--- src/rtl/botao_debounce_pkg.sv ---
// botao_debounce_pkg
// Shared definitions for the Mastermind push-button conditioner.
//   estado_t          : debounce FSM states with their fixed 2-bit encoding
//   STATE_W           : width of the state register
//   largura_contador  : counter width able to hold 0..n-1, never below 1 bit
package botao_debounce_pkg;

    localparam int STATE_W = 2;

    typedef enum logic [STATE_W-1:0] {
        SOLTO       = 2'b00,
        CONF_PRESS  = 2'b01,
        PRESSIONADO = 2'b10,
        CONF_SOLTA  = 2'b11
    } estado_t;

    // $clog2(1) is 0, so a one-cycle counter still needs a single bit
    function automatic int largura_contador(input int n);
        return (n > 1) ? $clog2(n) : 1;
    endfunction

endpackage

--- src/rtl/botao_debounce_sincronizador_2ff.sv ---
// sincronizador_2ff
// Two-flop synchronizer for any asynchronous board input.
//   CLK   in  system clock, rising edge
//   RST_n in  asynchronous active-low reset, clears both flops
//   d     in  asynchronous input level
//   q     out level synchronized to CLK, two edges of latency
module sincronizador_2ff (
    input  logic CLK,
    input  logic RST_n,
    input  logic d,
    output logic q
);

    logic r_meta;
    logic r_sync;

    // First flop may go metastable; the second gives it a full cycle to settle
    always_ff @(posedge CLK or negedge RST_n) begin
        if (!RST_n) begin
            r_meta <= 1'b0;
            r_sync <= 1'b0;
        end else begin
            r_meta <= d;
            r_sync <= r_meta;
        end
    end

    assign q = r_sync;

endmodule

--- src/rtl/botao_debounce.sv ---
// botao_debounce
// Turns the raw Mastermind push-button into clean clock-synchronous events.
//   CLK         in  system clock, rising edge
//   RST_n       in  asynchronous active-low reset
//   botao       in  raw button level, 1 = pressed
//   botao_limpo out debounced level (registered)
//   pulso       out one-cycle strobe per accepted press (registered)
//   pulso_longo out one-cycle strobe once per press held LONG_CYCLES (registered)
module botao_debounce
    import botao_debounce_pkg::*;
#(
    parameter int DEBOUNCE_CYCLES = 500000,
    parameter int LONG_CYCLES     = 50000000
) (
    input  logic CLK,
    input  logic RST_n,
    input  logic botao,
    output logic botao_limpo,
    output logic pulso,
    output logic pulso_longo
);

    localparam int CNT_W   = largura_contador(DEBOUNCE_CYCLES);
    localparam int CNT_L_W = largura_contador(LONG_CYCLES);

    localparam logic [CNT_W-1:0]   CNT_MAX   = CNT_W'(DEBOUNCE_CYCLES - 1);
    localparam logic [CNT_L_W-1:0] CNT_L_MAX = CNT_L_W'(LONG_CYCLES - 1);

    logic w_botao_sync;

    estado_t              r_estado, w_estado_next;
    logic [CNT_W-1:0]     r_cnt, w_cnt_next;
    logic [CNT_L_W-1:0]   r_cnt_longo, w_cnt_longo_next;
    logic                 r_longo_feito, w_longo_feito_next;
    logic                 r_limpo, w_limpo_next;
    logic                 r_pulso, w_pulso_next;
    logic                 r_pulso_longo, w_pulso_longo_next;

    sincronizador_2ff u_sync (
        .CLK   (CLK),
        .RST_n (RST_n),
        .d     (botao),
        .q     (w_botao_sync)
    );

    always_ff @(posedge CLK or negedge RST_n) begin
        if (!RST_n) begin
            r_estado      <= SOLTO;
            r_cnt         <= '0;
            r_cnt_longo   <= '0;
            r_longo_feito <= 1'b0;
            r_limpo       <= 1'b0;
            r_pulso       <= 1'b0;
            r_pulso_longo <= 1'b0;
        end else begin
            r_estado      <= w_estado_next;
            r_cnt         <= w_cnt_next;
            r_cnt_longo   <= w_cnt_longo_next;
            r_longo_feito <= w_longo_feito_next;
            r_limpo       <= w_limpo_next;
            r_pulso       <= w_pulso_next;
            r_pulso_longo <= w_pulso_longo_next;
        end
    end

    always_comb begin
        w_estado_next      = r_estado;
        w_cnt_next         = r_cnt;
        w_cnt_longo_next   = r_cnt_longo;
        w_longo_feito_next = r_longo_feito;
        w_pulso_next       = 1'b0;
        w_pulso_longo_next = 1'b0;

        case (r_estado)
            SOLTO: begin
                if (w_botao_sync) begin
                    w_estado_next = CONF_PRESS;
                    w_cnt_next    = '0;
                end
            end

            CONF_PRESS: begin
                if (!w_botao_sync) begin
                    w_estado_next = SOLTO;
                    w_cnt_next    = '0;
                end else if (r_cnt == CNT_MAX) begin
                    w_estado_next      = PRESSIONADO;
                    w_cnt_next         = '0;
                    w_pulso_next       = 1'b1;
                    w_cnt_longo_next   = '0;
                    w_longo_feito_next = 1'b0;
                end else begin
                    w_cnt_next = r_cnt + CNT_W'(1);
                end
            end

            PRESSIONADO: begin
                // Hold time accumulates on every cycle spent here, including the
                // one that leaves; stopping at CNT_L_MAX keeps it from wrapping
                if (!r_longo_feito) begin
                    if (r_cnt_longo == CNT_L_MAX) begin
                        w_pulso_longo_next = 1'b1;
                        w_longo_feito_next = 1'b1;
                    end else begin
                        w_cnt_longo_next = r_cnt_longo + CNT_L_W'(1);
                    end
                end
                if (!w_botao_sync) begin
                    w_estado_next = CONF_SOLTA;
                    w_cnt_next    = '0;
                end
            end

            CONF_SOLTA: begin
                // Release bounce returns to PRESSIONADO without a new pulso and
                // with the hold time preserved
                if (w_botao_sync) begin
                    w_estado_next = PRESSIONADO;
                    w_cnt_next    = '0;
                end else if (r_cnt == CNT_MAX) begin
                    w_estado_next = SOLTO;
                    w_cnt_next    = '0;
                end else begin
                    w_cnt_next = r_cnt + CNT_W'(1);
                end
            end

            default: begin
                w_estado_next = SOLTO;
                w_cnt_next    = '0;
            end
        endcase

        w_limpo_next = (w_estado_next == PRESSIONADO) || (w_estado_next == CONF_SOLTA);
    end

    assign botao_limpo = r_limpo;
    assign pulso       = r_pulso;
    assign pulso_longo = r_pulso_longo;

endmodule

--- config.mk ---
export PLATFORM = sky130hd
export DESIGN_NAME = botao_debounce
export DESIGN_NICKNAME = d
export VERILOG_FILES = /design/src/rtl/botao_debounce_pkg.sv /design/src/rtl/botao_debounce_sincronizador_2ff.sv /design/src/rtl/botao_debounce.sv
export SDC_FILE = /design/constraint.sdc
export NUM_CORES = 1
export LEC_CHECK = 0
export ABC_CLOCK_PERIOD_IN_PS = 7230
export CORE_MARGIN = 1
export CORE_UTILIZATION = 39
export CTS_CLUSTER_SIZE = 10
export DETAILED_ROUTE_END_ITERATION = 6
export PLACE_DENSITY = 0.53
export SLEW_MARGIN = 20
export SYNTH_ARGS = -nofsm -noshare
export SYNTH_HDL_FRONTEND = slang
export SYNTH_SLANG_ARGS = --single-unit
--- constraint.sdc ---
create_clock -name CLK -period 7.23 [get_ports CLK]
set_clock_uncertainty 0.15 [all_clocks]
set_input_delay 1.446 -clock CLK [delete_from_list [all_inputs] [get_ports CLK]]
set_output_delay 1.446 -clock CLK [all_outputs]
set_load 0.05 [all_outputs]
==> metrics, run 1 <==
outcome completed; Sink Count 53; cell area after synthesis 0.00318 mm^2; Rows 32; Syn Area/Cell 9.01 um^2; Chip Width 92.3 um; Tcrit/Tclk final 0.419; CTS Buf Count 5; Remaining Overflow, GRT 0; # IOs 6; largest net degree at the start of global routing 54; top cell type's share of synthesized area 0.417; RSZ-0062 raised after global routing no; ys flop type dfrtp_1; Diodes inserted 0; CP endpoint kind output port; CTS Hold Bufs 0; CP Launch Point pulso; number of antenna violations at the first check in global routing 0; commonest non-fill, non-tap cell in the layout dfrtp_1; Tmin final 3030 ps; sequential area share after synthesis 0.417; CP Data Arrival Time 1430 ps; Cells after Synth 353; Startpoint Class register; Top delay family on crit path buffers and inverters; vias per cell 6.00; WHS 205 ps; Yosys reg bits 53; worst hold-check path type reg2reg; Max Fclk 330 MHz; EDFF count, synth 0; post-DP HPWL 5340 um; FILL cells 773; Final TNS setup 0 ps; cell with the largest stage delay on the worst path clkdlybuf4s50_1; Critical R2R Launch r_estado[0]; yosys warns 0; post-route ant nets 0; Max clock buf depth 2; RD Place Congestion 0.801; Area contributors post-synth dfrtp_1, a21oi_1, o21ai_0, nand2_1, or3_1; crit path kind reg2out; DRC viols 0; Die ar. 0.00852 mm^2; Clk Latency, worst-skew pair 310 ps; WL final 7640 um; total track usage 0.200; Vias 2740; utilization after layout 0.438; Mapped Nets 363; Slew @ Worst Pin 955 ps; Multi-input gate area 0.00174 mm^2; share of cells above drive strength 1 0.0563; initial DRC count 147; area delta synth->final 7.55%; vias in the first global route 2749; leading area contributor after synthesis dfrtp_1; Max VDD drop 0.000122 V; post-cts resize count 0; die span in y 92.3 um; Initial Util 0.408; TritonCTS clock tree done; most frequent cells in the layout dfrtp_1, a21oi_1, nand2_1, o21ai_0, nor2_1; first-pass GRT wire length 13600 um; Netlist cell types 56; # port buffers 5; final hold vios 0; Pins Over Slew Limit 0; H-tree depth 2; DRT Pass-1 Iters 4; core area 0.00781 mm^2; ys async rst share 1.00; pwr dens 207 mW/mm^2; CTS clk-pin slew, worst paths 90 ps; buffer count from post-CTS setup fixing 0; WL/cell 16.7 um; crit-path cells clkdlybuf4s50_1; Worst EP required 5630 ps; Seq. cell area 0.00133 mm^2; leakage 1.30 nW; Max-Slew Margin vs Limit 0.358; peak fanout along the critical path 1; crit-path max cell delay 790 ps; CTS root buf clkbuf_8; # setup viols final 0; min-delay src u_sync.r_meta; WP buf/inv 1; NumNets Final 364; Max Cap Violations 0
[final cells by class]
class                           count  share of cell area
Clock inverter                      1             0.00878
Tap cell                          102              0.0373
Multi-Input combinational cell    273               0.508
Sequential cell                    53               0.388
Clock buffer                        7              0.0252
Timing Repair Buffer                7              0.0176
Inverter                           14              0.0154
[logic make-up (layout without fill, tap and decap cells)]
group | Yosys count | after routing | synth area share
compound gates | 96 | 96 | 0.195
xor+xnor | 10 | 10 | 0.0275
fa+ha+maj | 7 | 7 | 0.0275
buf+inv | 27 | 29 | 0.0366
flops | 53 | 53 | 0.417
mux | 3 | 3 | 0.00983
simple gates | 157 | 157 | 0.287
[metal layers]
layer  routed length [um]  GRT usage  up-vias
met2                 3690      0.327       40
met1                 3620      0.260     1345
met4                  131     0.0833        0
met5                    0          0        -
met3                  207     0.0361        9
li1                     -          -     1346
[sequential cells by signal, indices dropped and copies added (netlist names)]
signal	count
botao_limpo	1
pulso	1
pulso_longo	1
r_cnt	19
r_cnt_longo	26
r_estado	2
r_longo_feito	1
u_sync.q	1
u_sync.r_meta	1
[synth_stat cells (4+ instances only)]
master	count
and2_1	6
ha_1	7
nor4b_1	4
o31ai_1	6
o2111ai_1	7
xor2_1	7
dfrtp_1	53
a41o_1	5
a21oi_1	28
inv_1	14
nor3_1	7
clkbuf_1	11
and4_1	5
nor2_1	21
nor4_1	7
or3_1	16
o21ai_0	27
nand2_1	27
and3_1	9
o211ai_1	4
nand3_1	15
or4_1	9
nand4_1	10
[metrics by stage]
stage / cell area [um^2] / power (mW) / setup WS (ps) / instances
5_1_grt: 3420 / 0.754 / 4150 / 457
6_report: 3420 / 0.707 / 4200 / 457
4_1_cts: 3420 / 0.718 / 4180 / 457
3_5_place_dp: 3310 / 0.503 / 4440 / 449
2_1_floorplan: 3180 / 0.453 / 4800 / 353
3_3_place_gp: 3310 / 0.501 / 4440 / 449
[final timing paths]
check                             endpoint  slack (ps)  depth (start not counted)
hold reg to reg                   u_sync.q         200                          0
setup / recovery                     pulso        4200                          1
min in group asynchronous  r_cnt_longo[10]        1080                          2
hold / removal                    u_sync.q         200                          0
max in group asynchronous    r_longo_feito        5350                          2
setup reg to reg           r_cnt_longo[25]        4430                          7
[power breakdown]
group	switching (mW)	leakage, nW	internal, mW	total [mW]
Clock	0.0993	0.0585	0.113	0.212
Sequential	0.00918	0.732	0.305	0.314
Combinational	0.133	0.508	0.0478	0.181
Total	0.241	1.30	0.466	0.707
Power figures use the tool's default switching activity.
==> inputs of run 2 (changes only) <==
Settings changed: ABC_CLOCK_PERIOD_IN_PS 7230 to 2500, PLACE_DENSITY 0.53 to 0.55.
Clock period 7.23 ns to 2.5 ns, I/O delays scaled along.
==> metrics, run 2 (synthesized netlist as in run 1, its figures left out) <==
utilization after layout 0.475; share of cells above drive strength 1 0.174; post-route cell area 0.00371 mm^2; total power 2.03 mW; CP Data Arrival Time 2630 ps; TritonCTS clock tree done; CTS clk-pin slew, worst paths 100 ps; Max Cap Violations 0; Cell Area, Placed 0.00355 mm^2; post-route ant nets 0; initial DRC count 111; crit-path cells or4b_4 > or3_4 > o31a_1 > buf_4 > or3_1 > a21oi_2; DRC viols 0; WHS 164 ps; commonest non-fill, non-tap cell in the layout dfrtp_1; outcome complete, but fails checks; Clk pwr share 0.239; Critical R2R Launch r_cnt[5]; Initial Util 0.408; CP endpoint kind register; leakage 1.48 nW; Post-Layout Cell Count 493; CTS root buf clkbuf_8; Sw Pwr 0.716 mW; CTS Hold Bufs 0; first-pass GRT wire length 13500 um; Max Fclk 395 MHz; post-route worst setup slack -32.9 ps; NumNets Final 400; pwr dens 546 mW/mm^2; post-DP HPWL 5690 um; Startpoint Class register; Remaining Overflow, GRT 0; peak fanout along the critical path 6; Sink Count 53; WL/cell 16.1 um; WL final 7920 um; final hold vios 0; core area 0.00781 mm^2; DRT Pass-1 Iters 4; die span in y 92.3 um; # setup viols final 4; Worst EP required 2600 ps; top flop regs r_cnt_longo: 26 flops, r_cnt: 19 flops, r_estado: 2 flops; Gate power share 0.314; Largest Register r_cnt_longo; crit path kind reg2reg; Pins Over Slew Limit 0; flop-to-flop setup slack -30 ps; crit-path max cell delay 530 ps; RSZ-0062 raised after global routing yes; vias per cell 5.84; FILL cells 761; Tmin final 2530 ps; RD Place Congestion 0.828; Reg power frac 0.447; max reg flops 26; vias in the first global route 2789; Rows 32; total track usage 0.199; Tcrit/Tclk final 1.01; # port buffers 5; Chip Width 92.3 um; Max VDD drop 0.000246 V; switch share 0.353; worst r2r path cells 6; Slew @ Worst Pin 686 ps; # IOs 6; Die ar. 0.00852 mm^2; worst hold-check path type in2async; Internal Pwr Total 1.31 mW; area delta synth->final 16.6%; most frequent cells in the layout dfrtp_1, buf_4, nand2_1; H-tree depth 2; Reg-to-Reg End r_cnt_longo[7]; Max clock buf depth 2; Clk Latency, worst-skew pair 310 ps; number of antenna violations at the first check in global routing 0; largest net degree at the start of global routing 54; Inst Count DP 481; cell with the largest stage delay on the worst path or4b_4; Max-Slew Margin vs Limit 0.543; Diodes inserted 0; CTS Buf Count 5; failing checks setup timing; Vias 2878
==> run 2: changes by cell type in the layout (fill, tap and decap cells not counted), moves of 2 or more <==
cell / delta
a21oi_1: -3
a21oi_2: +3
buf_4: +36
clkinv_2: +2
o21ai_0: -2
o21ai_1: +2
==> run 2: metal layers <==
metal / global-route usage / vias to the layer above / wire [um]
met5: 0 / - / 0
met4: 0.0521 / 0 / 76
met3: 0.0312 / 7 / 214
met2: 0.344 / 39 / 4020
met1: 0.258 / 1414 / 3610
li1: - / 1418 / -
==> run 2: power by group through the flow <==
stage	clock network [mW]	logic, mW	registers (mW)
final	0.484	0.637	0.906
after global routing	0.541	0.713	0.912
after CTS	0.505	0.609	0.907
after detailed placement	0	0.605	0.924
after global placement	0	0.603	0.923
after floorplan	0	0.392	0.917
==> run 2: how the worst max path moves through the flow <==
stage                         start              end  slack, ps  cells past startpoint
final                      r_cnt[5]   r_cnt_longo[7]        -30                      6
after global routing       r_cnt[5]   r_cnt_longo[7]        -90                      6
after global placement     r_cnt[5]  r_cnt_longo[18]         70                      5
after floorplan            r_cnt[5]  r_cnt_longo[13]         70                      6
after CTS                  r_cnt[5]   r_cnt_longo[7]         10                      6
after detailed placement  r_cnt[11]  r_cnt_longo[15]         40                      6
==> run 2: stage by stage <==
stage | setup TNS, ps | setup WS (ps)
floorplan | 0 | 71.3
global placement | 0 | 71.9
detailed placement | 0 | 44.5
CTS | 0 | 10.0
global route | -456 | -95.0
finish | -73.6 | -32.9
==> run 2: cell type report <==
cell class	count	area (um^2)	share of cell area
Clock buffer	6	72.6	0.0196
Multi-Input combinational cell	273	1790	0.483
Inverter	14	52.6	0.0142
Sequential cell	53	1330	0.358
Timing Repair Buffer	43	330	0.0890
Tap cell	102	128	0.0344
Clock inverter	2	10.0	0.00270
==> run 2: worst max-delay path, delay by kind of cell, from the launching register on <==
kind | cells | cell delay (ps)
AO/OA/AOI/OAI | 2 | 520
buffers and inverters | 1 | 180
AND/OR/NAND/NOR | 3 | 1230
flip-flops | 1 | 390
==> run 2: what timing repair did <==
item / CTS / global route
resized for setup: 0 / 14
setup buffers: 0 / 4
setup endpoints to repair: 0 / 23
==> inputs of run 3 (changes only) <==
Settings changed: CTS_CLUSTER_DIAMETER set to 200.
==> results of run 3 <==
No change in the layout: final DEF, timing and power equal those of run 2.
==> RTL edit (config.mk and constraints of run 3) <==
The 4 values of `estado_t` get a one-hot encoding in 4 bits.
--- a/src/rtl/botao_debounce_pkg.sv
+++ b/src/rtl/botao_debounce_pkg.sv
@@ -7,11 +7,11 @@
 
     localparam int STATE_W = 2;
 
-    typedef enum logic [STATE_W-1:0] {
-        SOLTO       = 2'b00,
-        CONF_PRESS  = 2'b01,
-        PRESSIONADO = 2'b10,
-        CONF_SOLTA  = 2'b11
+    typedef enum logic [3:0] {
+        SOLTO       = 4'b0001,
+        CONF_PRESS  = 4'b0010,
+        PRESSIONADO = 4'b0100,
+        CONF_SOLTA  = 4'b1000
     } estado_t;
 
     // $clog2(1) is 0, so a one-cycle counter still needs a single bit
Check against the original RTL: no difference found for any inputs over 10 cycles, from zero or initial values and one cycle with RST_n low; not proved beyond that.
==> RTL edit against run 3 <==
- synthesized area decreased by 4.2%
- sequential cell count increased by 2
- final area decreased by 7.6%
- die area decreased by 4.1%
- setup slack improved by 0.32 ns
- wire length decreased by 16%
- largest cell class unchanged
Power is not compared: it rests on default switching activity, and its combinational part moved more than twofold at a synthesized area within 25%.
==> RTL edit: results (changes against run 3) <==
[power_and_ir_drop]
p_leak_uw=0.00138
irDropWorstVdd_v=0.000231

[logic_synthesis]
yosysWarnings=0  ; unchanged
ys_seq_area_share_pct=45.2  ; +3.5 points
syn_area_per_cell_um2=9.13  ; +1.3%
synth_nets=339  ; -6.6%
synth-async-reset-ratio_pct=100  ; unchanged
ys_types=55  ; -1.8%
synthTopCellsByArea=dfrtp_1 44%, xnor2_1 3.7%, nand2_1 3.7%
synth_common_cells=54 x dfrtp_1, 30 x nand2_1, 28 x nor2_1, 21 x a21oi_1, 17 x nand3_1

[drt]
highest_layer=met4
dr_wl_met2_um=3250  ; -19%
vias=2501  ; -13%
post_drt_via_cell_ratio=5.55  ; -5.0%
routed_wirelength_um=6680  ; -16%
drt_first_pass_iters=5  ; +1
drt_iter0_markers=94  ; -15%
wl_met1_um=3160  ; -12%
wl_met3_um=170  ; -21%

[global_routing]
grt_pass1_vias=2449  ; -12%
use_met2_pct=29.6  ; -4.8 points
grt_pass1_wl_um=11700  ; -14%
grtUsageMet1_pct=22.5  ; -3.3 points
grt_max_degree=56  ; +3.7%
use_met3_pct=2.86  ; -0.26 points
antenna_found_initial=0  ; unchanged
grt.busiest_layer=met2
grt.total_usage_pct=17.4  ; -2.5 points

[run_status]
status=completed

[clocking]
clock_path_buffers=2  ; unchanged
numCtsBuffers=5  ; unchanged
clk_pin_slew_worst_paths_ns=0.10  ; about the same
insertion_delay_ns=0.32
root_buffer=clkbuf_8
cts_resized=0  ; unchanged
post_cts_buffers=0  ; unchanged
htree_levels=2  ; unchanged

[placed_design]
dp_slack_ns=0.294  ; +0.250 ns
postPlaceCellArea_um2=3320  ; -6.2%
gp_congestion=0.841  ; +1.5%
dp_cells=443  ; -7.9%
io_buffer_count=5  ; unchanged
dp_hpwl_um=4680  ; -18%

[setup_path]
worst_path_max_delay_cell=or4_1
arrival_ns=2.31  ; -0.32 ns
crit_path_max_fanout=11  ; +5
cpLargestDelayFamily=simple AND/OR/NAND/NOR gates
max_stage_delay_ns=0.54

[finish]
layout.nets=356  ; -11%
fill_cells=733  ; -3.7%
drive_gt1_share_pct=11.4  ; -6.0 points
top_regs=r_cnt_longo (26), r_cnt (19), r_estado (4)
areaGrowthSynthToFinish_pct=12.4
num_antenna_cells=0  ; unchanged

[hold_path]
hold_class=input port to asynchronous set/reset pin

[timing]
tightest_slew_ns=0.662  ; -0.0237 ns

[RTL edit: cell types whose count changed after synthesis, sizes merged, moves of 7 or more]
cell and change:
or3 -9, xnor2 +10, nor2 +7, a21oi -7, o21ai -10
[RTL edit: final cells by class]
cell class	instances	area share (%)
clock buffers	7	2.81
well taps	99	3.61
flip-flops and latches	55	40.2
multi-input cells	255	46.2
inverters	10	1.09
repair buffers	24	5.84
clock inverters	1	0.219
[RTL edit: final timing paths]
| path | cells after the start | slack (ns) | from | to |
|---|---|---|---|---|
| min in group CLK | 0 | 0.21 | u_sync.r_meta$_DFF_PN0_ | u_sync.q$_DFF_PN0_ |
| min reg2reg | 0 | 0.21 | u_sync.r_meta$_DFF_PN0_ | u_sync.q$_DFF_PN0_ |
| min | 2 | 0.02 | RST_n | r_cnt_longo[3]$_DFFE_PN0P_ |
| max | 5 | 0.28 | r_estado[3]$_DFF_PN0_ | r_cnt_longo[11]$_DFFE_PN0P_ |
| max in group asynchronous | 2 | 1.89 | RST_n | r_estado[0]$_DFF_PN1_ |
| max reg2reg | 5 | 0.28 | r_estado[3]$_DFF_PN0_ | r_cnt_longo[11]$_DFFE_PN0P_ |
[RTL edit: cell families (layout without fill, tap and decap cells)]
kind of cell / count (synthesis) / count (layout) / share of synthesized area, %
XOR/XNOR: 16 / 16 / 4.60
buffers and inverters: 24 / 42 / 3.00
flip-flops: 55 / 55 / 45.2
adder cells (fa/ha/maj): 3 / 3 / 1.15
AO/OA/AOI/OAI: 70 / 70 / 14.4
multiplexers: 1 / 1 / 0.328
AND/OR/NAND/NOR: 165 / 165 / 31.4
[RTL edit: report_power, final]
| group | switching [µW] | internal, µW |
|---|---|---|
| logic | 142 | 104 |
| registers | 42.0 | 915 |
| clock network | 301 | 253 |
| total | 485 | 1270 |
